`config.mk`:
```
export PLATFORM = sky130hd
export DESIGN_NAME = alu_pipe
export DESIGN_NICKNAME = d
export VERILOG_FILES = /design/src/rtl/alu_pipe.sv
export SDC_FILE = /design/constraint.sdc
export NUM_CORES = 1
export LEC_CHECK = 0
export ABC_CLOCK_PERIOD_IN_PS = 6930
export CAP_MARGIN = 20
export CORE_MARGIN = 1.5
export CORE_UTILIZATION = 30
export CTS_CLUSTER_SIZE = 28
export DETAILED_ROUTE_END_ITERATION = 8
export PLACE_DENSITY = 0.61
export SYNTH_ARGS = -nofsm -noshare
export SYNTH_HDL_FRONTEND = slang
export SYNTH_SLANG_ARGS = --single-unit
export TNS_END_PERCENT = 20
```
`constraint.sdc`:
```
create_clock -name clk -period 6.93 [get_ports clk]
set_input_delay 0.693 -clock clk [delete_from_list [all_inputs] [get_ports clk]]
set_output_delay 0.693 -clock clk [all_outputs]
set_load 0.02 [all_outputs]
```
`src/rtl/alu_pipe.sv`:
```
// ---------------------------------------------------------------------------
// alu_pipe -- two-stage pipelined ALU with valid/ready handshakes and
// architectural carry/zero flags.
//
// Stage S1 captures the offered operation (opcode, operands, tag).
// Stage S2 holds the executed result until the consumer takes it.
// Execution happens as the operation moves from S1 into S2, so it always
// sees the flags written by every older operation.
//
// Ports
//   clk        in   1       rising-edge clock
//   rst_n      in   1       asynchronous active-low reset
//   flush      in   1       synchronous clear of both stages (flags kept)
//   in_valid   in   1       operation offered on in_*
//   in_ready   out  1       operation accepted this cycle when in_valid=1
//   in_op      in   3       opcode (see op_e)
//   in_a       in   WIDTH   operand A
//   in_b       in   WIDTH   operand B
//   in_tag     in   TAG_W   opaque tag, returned with the result
//   out_valid  out  1       result presented on out_*
//   out_ready  in   1       consumer takes the result this cycle
//   out_data   out  WIDTH   result (0 when the operation was skipped)
//   out_tag    out  TAG_W   tag of the presented result
//   out_skip   out  1       conditional operation was not executed
//   c_flag     out  1       architectural carry flag (1 = no borrow on SUB)
//   z_flag     out  1       architectural zero flag
// ---------------------------------------------------------------------------
module alu_pipe #(
    parameter int WIDTH = 16,
    parameter int TAG_W = 4
) (
    input  logic             clk,
    input  logic             rst_n,
    input  logic             flush,
    input  logic             in_valid,
    output logic             in_ready,
    input  logic [2:0]       in_op,
    input  logic [WIDTH-1:0] in_a,
    input  logic [WIDTH-1:0] in_b,
    input  logic [TAG_W-1:0] in_tag,
    output logic             out_valid,
    input  logic             out_ready,
    output logic [WIDTH-1:0] out_data,
    output logic [TAG_W-1:0] out_tag,
    output logic             out_skip,
    output logic             c_flag,
    output logic             z_flag
);

    typedef enum logic [2:0] {
        OP_ADD  = 3'b000,   // a + b
        OP_ADC  = 3'b001,   // a + b, only if C=1
        OP_ADZ  = 3'b010,   // a + b, only if Z=1
        OP_SUB  = 3'b011,   // a + ~b + 1
        OP_NAND = 3'b100,   // ~(a & b)
        OP_NDC  = 3'b101,   // ~(a & b), only if C=1
        OP_NDZ  = 3'b110,   // ~(a & b), only if Z=1
        OP_PASS = 3'b111    // b
    } op_e;

    // -----------------------------------------------------------------------
    // Stage registers
    // -----------------------------------------------------------------------
    logic             s1_valid;
    op_e              s1_op;
    logic [WIDTH-1:0] s1_a;
    logic [WIDTH-1:0] s1_b;
    logic [TAG_W-1:0] s1_tag;

    logic             s2_valid;

    // -----------------------------------------------------------------------
    // Handshake
    // -----------------------------------------------------------------------
    logic move;     // S1 contents advance into S2 at this edge
    logic accept;   // offered operation is captured into S1 at this edge

    // S1 may advance when S2 is empty or is being drained this cycle.
    assign move     = s1_valid && (!s2_valid || out_ready);
    // in_ready never looks at in_valid, so the producer can use it freely.
    assign in_ready = !flush && (!s1_valid || move);
    assign accept   = in_valid && in_ready;

    assign out_valid = s2_valid;

    // -----------------------------------------------------------------------
    // Execute (combinational, consumes S1 and the current flags)
    // -----------------------------------------------------------------------
    logic             ex_cond;
    logic             ex_is_arith;
    logic             ex_is_nand;
    logic [WIDTH-1:0] ex_b_op;
    logic             ex_cin;
    logic [WIDTH:0]   ex_sum;
    logic [WIDTH-1:0] ex_data;
    logic             ex_skip;
    logic             ex_c;
    logic             ex_z;

    // NOTE: every signal assigned in always_comb gets a default first so no
    // path through the case statements can leave it unassigned (no latch).
    always_comb begin
        ex_cond     = 1'b1;
        ex_is_arith = 1'b0;
        ex_is_nand  = 1'b0;
        ex_b_op     = s1_b;
        ex_cin      = 1'b0;
        ex_sum      = '0;
        ex_data     = '0;
        ex_skip     = 1'b0;
        ex_c        = c_flag;
        ex_z        = z_flag;

        unique case (s1_op)
            OP_ADD:  ex_is_arith = 1'b1;
            OP_ADC: begin
                ex_is_arith = 1'b1;
                ex_cond     = c_flag;
            end
            OP_ADZ: begin
                ex_is_arith = 1'b1;
                ex_cond     = z_flag;
            end
            OP_SUB: begin
                // Two's-complement subtract: carry out of the top bit
                // means no borrow occurred.
                ex_is_arith = 1'b1;
                ex_b_op     = ~s1_b;
                ex_cin      = 1'b1;
            end
            OP_NAND: ex_is_nand = 1'b1;
            OP_NDC: begin
                ex_is_nand = 1'b1;
                ex_cond    = c_flag;
            end
            OP_NDZ: begin
                ex_is_nand = 1'b1;
                ex_cond    = z_flag;
            end
            OP_PASS: ;
        endcase

        ex_sum = {1'b0, s1_a} + {1'b0, ex_b_op} + {{WIDTH{1'b0}}, ex_cin};

        if (!ex_cond) begin
            // Skipped: zero result, flags untouched, slot still occupied.
            ex_skip = 1'b1;
            ex_data = '0;
        end else if (ex_is_arith) begin
            ex_data = ex_sum[WIDTH-1:0];
            ex_c    = ex_sum[WIDTH];
            ex_z    = (ex_sum[WIDTH-1:0] == '0);
        end else if (ex_is_nand) begin
            ex_data = ~(s1_a & s1_b);
            ex_z    = ((~(s1_a & s1_b)) == '0);
        end else begin
            // PASS: result is operand B, no flag is written.
            ex_data = s1_b;
        end
    end

    // -----------------------------------------------------------------------
    // S1: operand register
    // -----------------------------------------------------------------------
    // NOTE: sequential state uses non-blocking assignments so every register
    // samples the pre-edge values of the others, independent of block order.
    always_ff @(posedge clk or negedge rst_n) begin
        if (!rst_n) begin
            s1_valid <= 1'b0;
            s1_op    <= OP_ADD;
            s1_a     <= '0;
            s1_b     <= '0;
            s1_tag   <= '0;
        end else if (flush) begin
            s1_valid <= 1'b0;
        end else if (accept) begin
            // Also covers accept-and-move in the same cycle: S1 refills.
            s1_valid <= 1'b1;
            s1_op    <= op_e'(in_op);
            s1_a     <= in_a;
            s1_b     <= in_b;
            s1_tag   <= in_tag;
        end else if (move) begin
            s1_valid <= 1'b0;
        end
    end

    // -----------------------------------------------------------------------
    // S2: result register and architectural flags
    // -----------------------------------------------------------------------
    always_ff @(posedge clk or negedge rst_n) begin
        if (!rst_n) begin
            s2_valid <= 1'b0;
            out_data <= '0;
            out_tag  <= '0;
            out_skip <= 1'b0;
            c_flag   <= 1'b0;
            z_flag   <= 1'b0;
        end else if (flush) begin
            // Flush wins over any move: the S1 operation never executes,
            // so the flags keep their current values.
            s2_valid <= 1'b0;
        end else if (move) begin
            s2_valid <= 1'b1;
            out_data <= ex_data;
            out_tag  <= s1_tag;
            out_skip <= ex_skip;
            c_flag   <= ex_c;
            z_flag   <= ex_z;
        end else if (out_ready) begin
            // Drained with nothing behind it; payload is left as is.
            s2_valid <= 1'b0;
        end
    end

endmodule
```
Word-level counts from Yosys, hierarchy flattened --
Cells that the tools add are included.
Word-level totals: logic and storage cells 62, input bits 44, bits in registers 64, output and inout bits 25
Cells by class: $add $sub $neg 2, reduce and logical (&&, ||, !) cells 22, bitwise gates (word level) 4, multiplexer cells 17, equality and inequality tests 6
Operator list (number):
- two-way mux 16 bit | 4
- logical NOT 16 bit | 2
- inverter 16 bit | 2
- adder 16 x 16 -> 17 bit | 1
- adder 17 x 1 -> 17 bit | 1
- AND 16 bit | 1
- two-way mux 1 bit | 12
- equality test 3 bit, second input constant | 3
- AND reduction 4 bit | 2
- equality test 3 x 2 -> 1 bit, second input constant | 2
- nonzero test 3 bit | 2
- AND reduction 2 bit | 2
- OR reduction 2 bit | 2
- OR reduction 4 bit | 1
- equality test 3 x 1 -> 1 bit, second input constant | 1
- logical AND 1 bit | 3
- logical NOT 1 bit | 3
- logical NOT 3 bit | 1
- OR reduction 3 bit | 1
- logical OR 1 bit | 2
- case mux 1 bit (2 select lines) | 1
- nonzero test 2 bit | 1
- inverter 1 bit | 1

Logic depth before layout (Yosys ltp) --
Gate-level depths: netlist (run 1).
depth after elaboration 8, gate-level depth with buffers 14, gate-level depth less buffers 11

Worst setup path after synthesis (run 1) --
No wires, ideal clock.
path type register to register, from register s1_op[1], to register z_flag, arrival time 3.398 ns, setup slack 3.440 ns, stages on the path, launching flop included 14, period minus slack after synthesis 3.490 ns, buffers on the path 2, data required time 6.838 ns, library setup time 0.092 ns, cells stage by stage dfrtp_1 nand2_1 or2_2 clkbuf_1 clkbuf_1 xnor2_1 ha_1 a21o_1 a2111oi_4 o31ai_1 a211o_1 a211oi_1 nand4_1 o31ai_2
Between the ends: longest elaborated chain between the ends 6, elaborated cells between the ends (all ways) 22, classes of those cells add/sub (2); eq/ne (6); mux (6); reduce/logical (8)
Ends and longest elaborated chain:
- from (decl) | line 65 | op_e s1_op;
- from (signal assigned) | line 179 | s1_op <= op_e'(in_op);
- equality test 3 x 2 -> 1 bit | line 114 | unique case (s1_op)
- two-way mux 16 bit | line 114
- adder 16 x 16 -> 17 bit | line 143 | ex_sum = {1'b0, s1_a} + {1'b0, ex_b_op} + {{WIDTH{1'b0}}, ex_cin};
- adder 17 x 1 -> 17 bit | line 143
- logical NOT 16 bit | line 152 | ex_z = (ex_sum[WIDTH-1:0] == '0);
- two-way mux 1 bit | line 149 | end else if (ex_is_arith) begin
- to (signal assigned) | line 209 | z_flag <= ex_z;
- to (decl) | line 47 | output logic z_flag
Parallel ways exist; a longest one is shown, timed or not. A chain may end at the register's enable or synchronous reset.

Final worst setup path (run 1) --
Ends and elaborated chain as after synthesis.

==> results of run 1 <==
==> layout by cell type, fill, tap and decap left out, types with 3 or more instances in the layout <==
master / Yosys / layout
or3_1: 3 / 3
nand2b_1: 3 / 3
ha_1: 17 / 17
nand3_1: 20 / 20
nand4_1: 11 / 11
dfrtp_1: 64 / 64
nor3_1: 5 / 5
a211oi_1: 3 / 3
o31ai_1: 3 / 3
buf_4: 0 / 3
xnor2_1: 20 / 20
a21o_1: 8 / 8
a211o_1: 4 / 4
o21ai_0: 16 / 16
o211ai_1: 15 / 15
o21a_1: 3 / 3
nor2b_1: 3 / 3
a21oi_1: 14 / 14
inv_1: 4 / 4
clkdlybuf4s50_1: 0 / 67
o21ai_1: 3 / 3
a22o_1: 11 / 11
nor4_1: 3 / 3
nor2_1: 17 / 17
nand2_1: 13 / 13
mux2_2: 43 / 43
clkbuf_16: 0 / 9
==> power breakdown <==
group	total [W]	switching, W	internal, W
Clock	0.000449	0.000162	0.000287
Combinational	0.000811	0.000439	0.000373
Sequential	0.000535	0.0000770	0.000458
Total	0.00180	0.000678	0.00112
==> worst max-delay path, cell delays in order, from the launching register on <==
cell and delay [ps]:
dfrtp_1 480, nand2_1 610, or2_2 750, xnor2_1 240
fa_1 450, a21o_1 240, a2111oi_4 430, o31ai_1 130
a211o_1 330, a211oi_1 270, nand4_1 140, o31ai_2 200
==> routing by layer <==
metal / track usage / wire [um] / vias to the layer above
met5: 0 / 0 / -
met4: 0.0471 / 148 / 0
met3: 0.0365 / 647 / 16
met2: 0.221 / 4380 / 103
met1: 0.219 / 4990 / 1537
li1: - / - / 1528
==> layout make-up <==
| cell class | instances | area share |
|---|---|---|
| multi-input combinational | 281 | 0.441 |
| inverter | 4 | 0.00297 |
| clock buffer | 11 | 0.0480 |
| clock inverter | 5 | 0.0111 |
| sequential | 64 | 0.317 |
| timing repair buffer | 71 | 0.138 |
| tap | 172 | 0.0425 |
==> metrics by stage <==
step	cells	hold slack [ps]	power, W	instance area (um^2)
after detailed placement	592	465	0.00135	4760
after global placement	592	466	0.00135	4760
after global routing	608	490	0.00191	5060
after CTS	608	478	0.00181	5060
after floorplan	369	397	0.00107	3930
final	608	469	0.00180	5060
==> flip-flops by register name, summed over array words and instances, names as in the netlist <==
register / cells
out_valid: 1
s1_valid: 1
s1_tag: 4
s1_b: 16
out_data: 16
z_flag: 1
out_skip: 1
s1_op: 3
c_flag: 1
out_tag: 4
s1_a: 16
==> path summary, 6_finish.rpt <==
kind | startpoint | end | cells after the start
setup / recovery | s1_op[1]$_DFFE_PN0P_ | z_flag$_DFFE_PN0P_ | 11
hold / removal | out_data[10]$_DFFE_PN0P_ | out_data[10]$_DFFE_PN0P_ | 2
setup reg to reg | s1_op[1]$_DFFE_PN0P_ | z_flag$_DFFE_PN0P_ | 11
hold reg to reg | out_data[10]$_DFFE_PN0P_ | out_data[10]$_DFFE_PN0P_ | 2
max in group asynchronous | rst_n | s1_a[12]$_DFFE_PN0P_ | 2
min in group asynchronous | rst_n | s1_b[8]$_DFFE_PN0P_ | 2
==> cells by family (layout without fill, tap and decap cells) <==
family                     Yosys count  count (layout)  share of synthesized area
muxes                               46              46                      0.131
AOI/OAI and AO/OA                  103             103                      0.201
DFF                                 64              64                      0.408
xor gates and xnor gates            23              23                     0.0532
adders and majority gates           18              18                     0.0593
and+or+nand+nor                     91              91                      0.123
buffers and inverters               24              91                     0.0236
==> metrics, run 1 <==
Inserted Clock Buffers 9; layout cell share with drive strength beyond 1 0.167; CP required 7170 ps; Synthesized Nets 431; Worst Skew 5.68 ps; IO Port Bufs 68; Clock Tree Root clkbuf_16; Worst Hold Class register to register; Core Util, Final 0.399; largest area contributor in the netlist dfrtp_1; #FFs+latches synth 64; vias in the first global route 2982; crit-path max FO 33; Site Rows 41; CTS tree yes; post_cts resized 0; startpoint class of the critical path register; gr ovfl total 0; GRT Util Overall 0.151; Commonest cells post-synth dfrtp_1, mux2_2, nand3_1, xnor2_1; Die W 117 um; area occupied by multi-input gates 2230 um^2; setup TNS 0 ps; Final Hold Viols 0; Yosys cell types 61; sequential cell area fraction in the yosys report 0.408; H-tree depth 3; YS warnings 0; Antenna Cells 0; Synth Flop Type dfrtp_1; num ports 69; critical path type register to register; Remaining DRCs 0; Max-Cap Viols 0; Slew Viols, Final 0; largest net degree at the start of global routing 65; Post-CTS Hold Buffers 0; fin crit share 0.634; Chip Height 117 um; starting density of the core 0.310; Via Count 3184; drt wl/cell 16.7 um; initial antenna violation count 0; Slew @ Worst Pin 1010 ps; most common cell in the netlist dfrtp_1; pwr dens 355 nW/um^2; final WL 10200 um; Final GP Congestion 0.870; Fill cells 1251; Setup WS post-layout 2530 ps; RSZ-0062 raised after global routing false; WP data arrival 4630 ps; async set-reset flop share out of synthesis 1.00; drt initial violations 152; post-CTS setup buffer count 0; core area 12700 um^2; area delta synth->final 28.9%; worst skew pair latency 330 ps; pre-CTS setup slack 2560 ps; Clock Sinks 64; Die ar. 13800 um^2; status completed; Post-synth EDFFs 0; post-synth top area share 0.408; Sequential cell area 1600 um^2; clk slew on worst S/H paths 60 ps; fmax 0.227 GHz; post-DP HPWL 7770 um; Vias/cell 5.24; Nets 493; Leakage Power 2.04 nW; r2r setup slk 2530 ps; Syn Area/Cell 10.6 um^2; Max Root-Sink Buffers 2; Mapped Area 3930 um^2; CP endpoint kind register; endpoints failing setup 0; Slew headroom 0.327; Tmin final 4400 ps; first-pass detailed-route iteration total 5; top post-synthesis cells by area dfrtp_1, mux2_2, ha_1, xnor2_1, o211ai_1; first-pass GRT wire length 16200 um; Cells after Synth 369; Post-DRT Antenna Nets 0; maximum vdd drop 0.118 mV
Power figures use the tool's default switching activity.
==> run 2: changes to the inputs <==
ABC_CLOCK_PERIOD_IN_PS = 4000   (was 6930)
PLACE_DENSITY = 0.63   (was 0.61)
clock period = 4 ns   (was 6.93 ns; I/O delays follow)
==> metrics, run 2 (synthesis gave the netlist of run 1 again) <==
status completed; Worst Skew 8.16 ps (+2.49 ps); area occupied by multi-input gates 2230 um^2 (unchanged); Worst Reg2Reg Path Length in Cells 11 (unchanged); RSZ-0062 raised after global routing false; Nets 497 (+0.81%); post-route insts no fill 611 (+0.49%); endpoints failing setup 0 (unchanged); r2r setup slk 380 ps (-2150 ps); Site Rows 41 (unchanged); vias in the first global route 3171 (+6.3%); dpl cell area 4790 um^2 (+0.63%); crit-path max FO 15 (-55%); Remaining DRCs 0 (unchanged); Die ar. 13800 um^2 (unchanged); pwr dens 618 nW/um^2 (+74%); drt wl/cell 17.1 um (+2.3%); Buf+Inv Stages, Crit Path 0 (unchanged); commonest non-fill, non-tap cell in the layout clkdlybuf4s50_1; CP required 4240 ps (-2930 ps); Slew Viols, Final 0 (unchanged); initial antenna violation count 0 (unchanged); H-tree depth 3 (unchanged); Vias/cell 5.23 (-0.21%); most frequent cells in the layout clkdlybuf4s50_1, dfrtp_1, mux2_2, xnor2_1, nand3_1; Clock Sinks 64 (unchanged); Sequential cell area 1600 um^2 (unchanged); largest net degree at the start of global routing 39 (-40%); Post-CTS Hold Buffers 0 (unchanged); drt initial violations 166 (+9.2%); post_cts resized 0 (unchanged); largest registers out_data x16, s1_a x16, s1_b x16; Slew headroom 0.537 (+0.210); post-CTS setup buffer count 0 (unchanged); post-DP HPWL 7920 um (+1.9%); reg2reg start s1_op[1]$_DFFE_PN0P_; CP top delay family compound AO/OA/AOI/OAI gates; IO Port Bufs 68 (unchanged); Max Root-Sink Buffers 2 (unchanged); Highest Signal Layer met4; CTS tree yes; Reg-to-Reg End z_flag$_DFFE_PN0P_; setup TNS 0 ps (unchanged); met1 wire length 4970 um (-0.32%); Die W 117 um (unchanged); startpoint class of the critical path register; Clock Tree Root clkbuf_16; Cells after DPL 596 (+0.68%); Post-DRT Antenna Nets 0 (unchanged); Slew @ Worst Pin 678 ps (-332 ps); Worst Hold Class primary input to async pin; CP cell instances nand2_1 -> or2_2 -> xnor2_1 -> fa_1 -> a21o_1 -> a2111oi_4 -> o31ai_1 -> a211o_1 -> a211oi_1 -> nand4_1 -> o31ai_2; launch point of the critical path s1_op[1]$_DFFE_PN0P_; maximum vdd drop 0.220 mV (+87%); gr ovfl total 0 (unchanged); fmax 0.277 GHz (+22%); Fill cells 1239 (-0.96%); Final GP Congestion 0.878 (+0.84%); Final Instance Area 5090 um^2 (+0.69%); area delta synth->final 29.8%; hold slack 98.0 ps (-371 ps); worst skew pair latency 330 ps (about the same); CP max stage cell or2_2; first-pass detailed-route iteration total 4 (-1); starting density of the core 0.310 (unchanged); Leakage Power 2.06 nW (+0.78%); GRT Util Overall 0.159 (+0.00758); Inserted Clock Buffers 9 (unchanged); Via Count 3193 (+0.28%); layout cell share with drive strength beyond 1 0.169 (+0.00113); first-pass GRT wire length 17200 um (+5.6%); Chip Height 117 um (unchanged); Final Hold Viols 0 (unchanged); Antenna Cells 0 (unchanged); WP data arrival 3860 ps (-770 ps); Core Util, Final 0.402 (+0.00276); clk slew on worst S/H paths 50 ps (about the same); met3 wire length 542 um (-16%); Max-Cap Viols 0 (unchanged); num ports 69 (unchanged); CP endpoint kind register; final WL 10500 um (+2.8%); core area 12700 um^2 (unchanged); metal2 WL 4790 um (+9.3%); Tmin final 3620 ps (-781 ps); Critical Path Max Stage Delay 510 ps (-240 ps); fin crit share 0.904 (+0.269); critical path type register to register
## run 2: changes by cell type in the layout (fill, tap and decap cells not counted)
cell / change
buf_4: +4
clkbuf_8: -1
clkinv_4: -1
clkbuf_1: +2
bufinv_16: +1
clkinv_2: -2
## run 2: worst max path at each step
stage / end / slack [ps] / depth (start not counted)
finish: z_flag$_DFFE_PN0P_ / 380 / 11
global route: z_flag$_DFFE_PN0P_ / 140 / 11
CTS: z_flag$_DFFE_PN0P_ / 380 / 11
detailed placement: z_flag$_DFFE_PN0P_ / 410 / 11
global placement: z_flag$_DFFE_PN0P_ / 520 / 11
floorplan: z_flag$_DFFE_PN0P_ / 510 / 13
## run 2: report_power, final
part	internal [W]	switching, W	total (W)
Clock	0.000542	0.000276	0.000818
Sequential	0.000793	0.000143	0.000936
Combinational	0.000649	0.000743	0.00139
## run 2: layout make-up
| class | count | area share |
|---|---|---|
| clock inverters | 3 | 0.0133 |
| well taps | 172 | 0.0422 |
| flip-flops and latches | 64 | 0.314 |
| clock buffers | 12 | 0.0464 |
| inverters | 4 | 0.00295 |
| repair buffers | 75 | 0.143 |
| multi-input cells | 281 | 0.438 |
## run 2: metal layers
layer / GRT usage / up-vias
li1: - / 1546
met2: 0.245 / 91
met3: 0.0350 / 13
met1: 0.222 / 1543
met4: 0.0478 / 0
met5: 0 / -
## run 2: metrics by stage
stage | power [W] | setup WS (ps)
6_report | 0.00315 | 385
5_1_grt | 0.00336 | 137
4_1_cts | 0.00317 | 385
3_5_place_dp | 0.00233 | 414
3_3_place_gp | 0.00232 | 519
2_1_floorplan | 0.00186 | 510
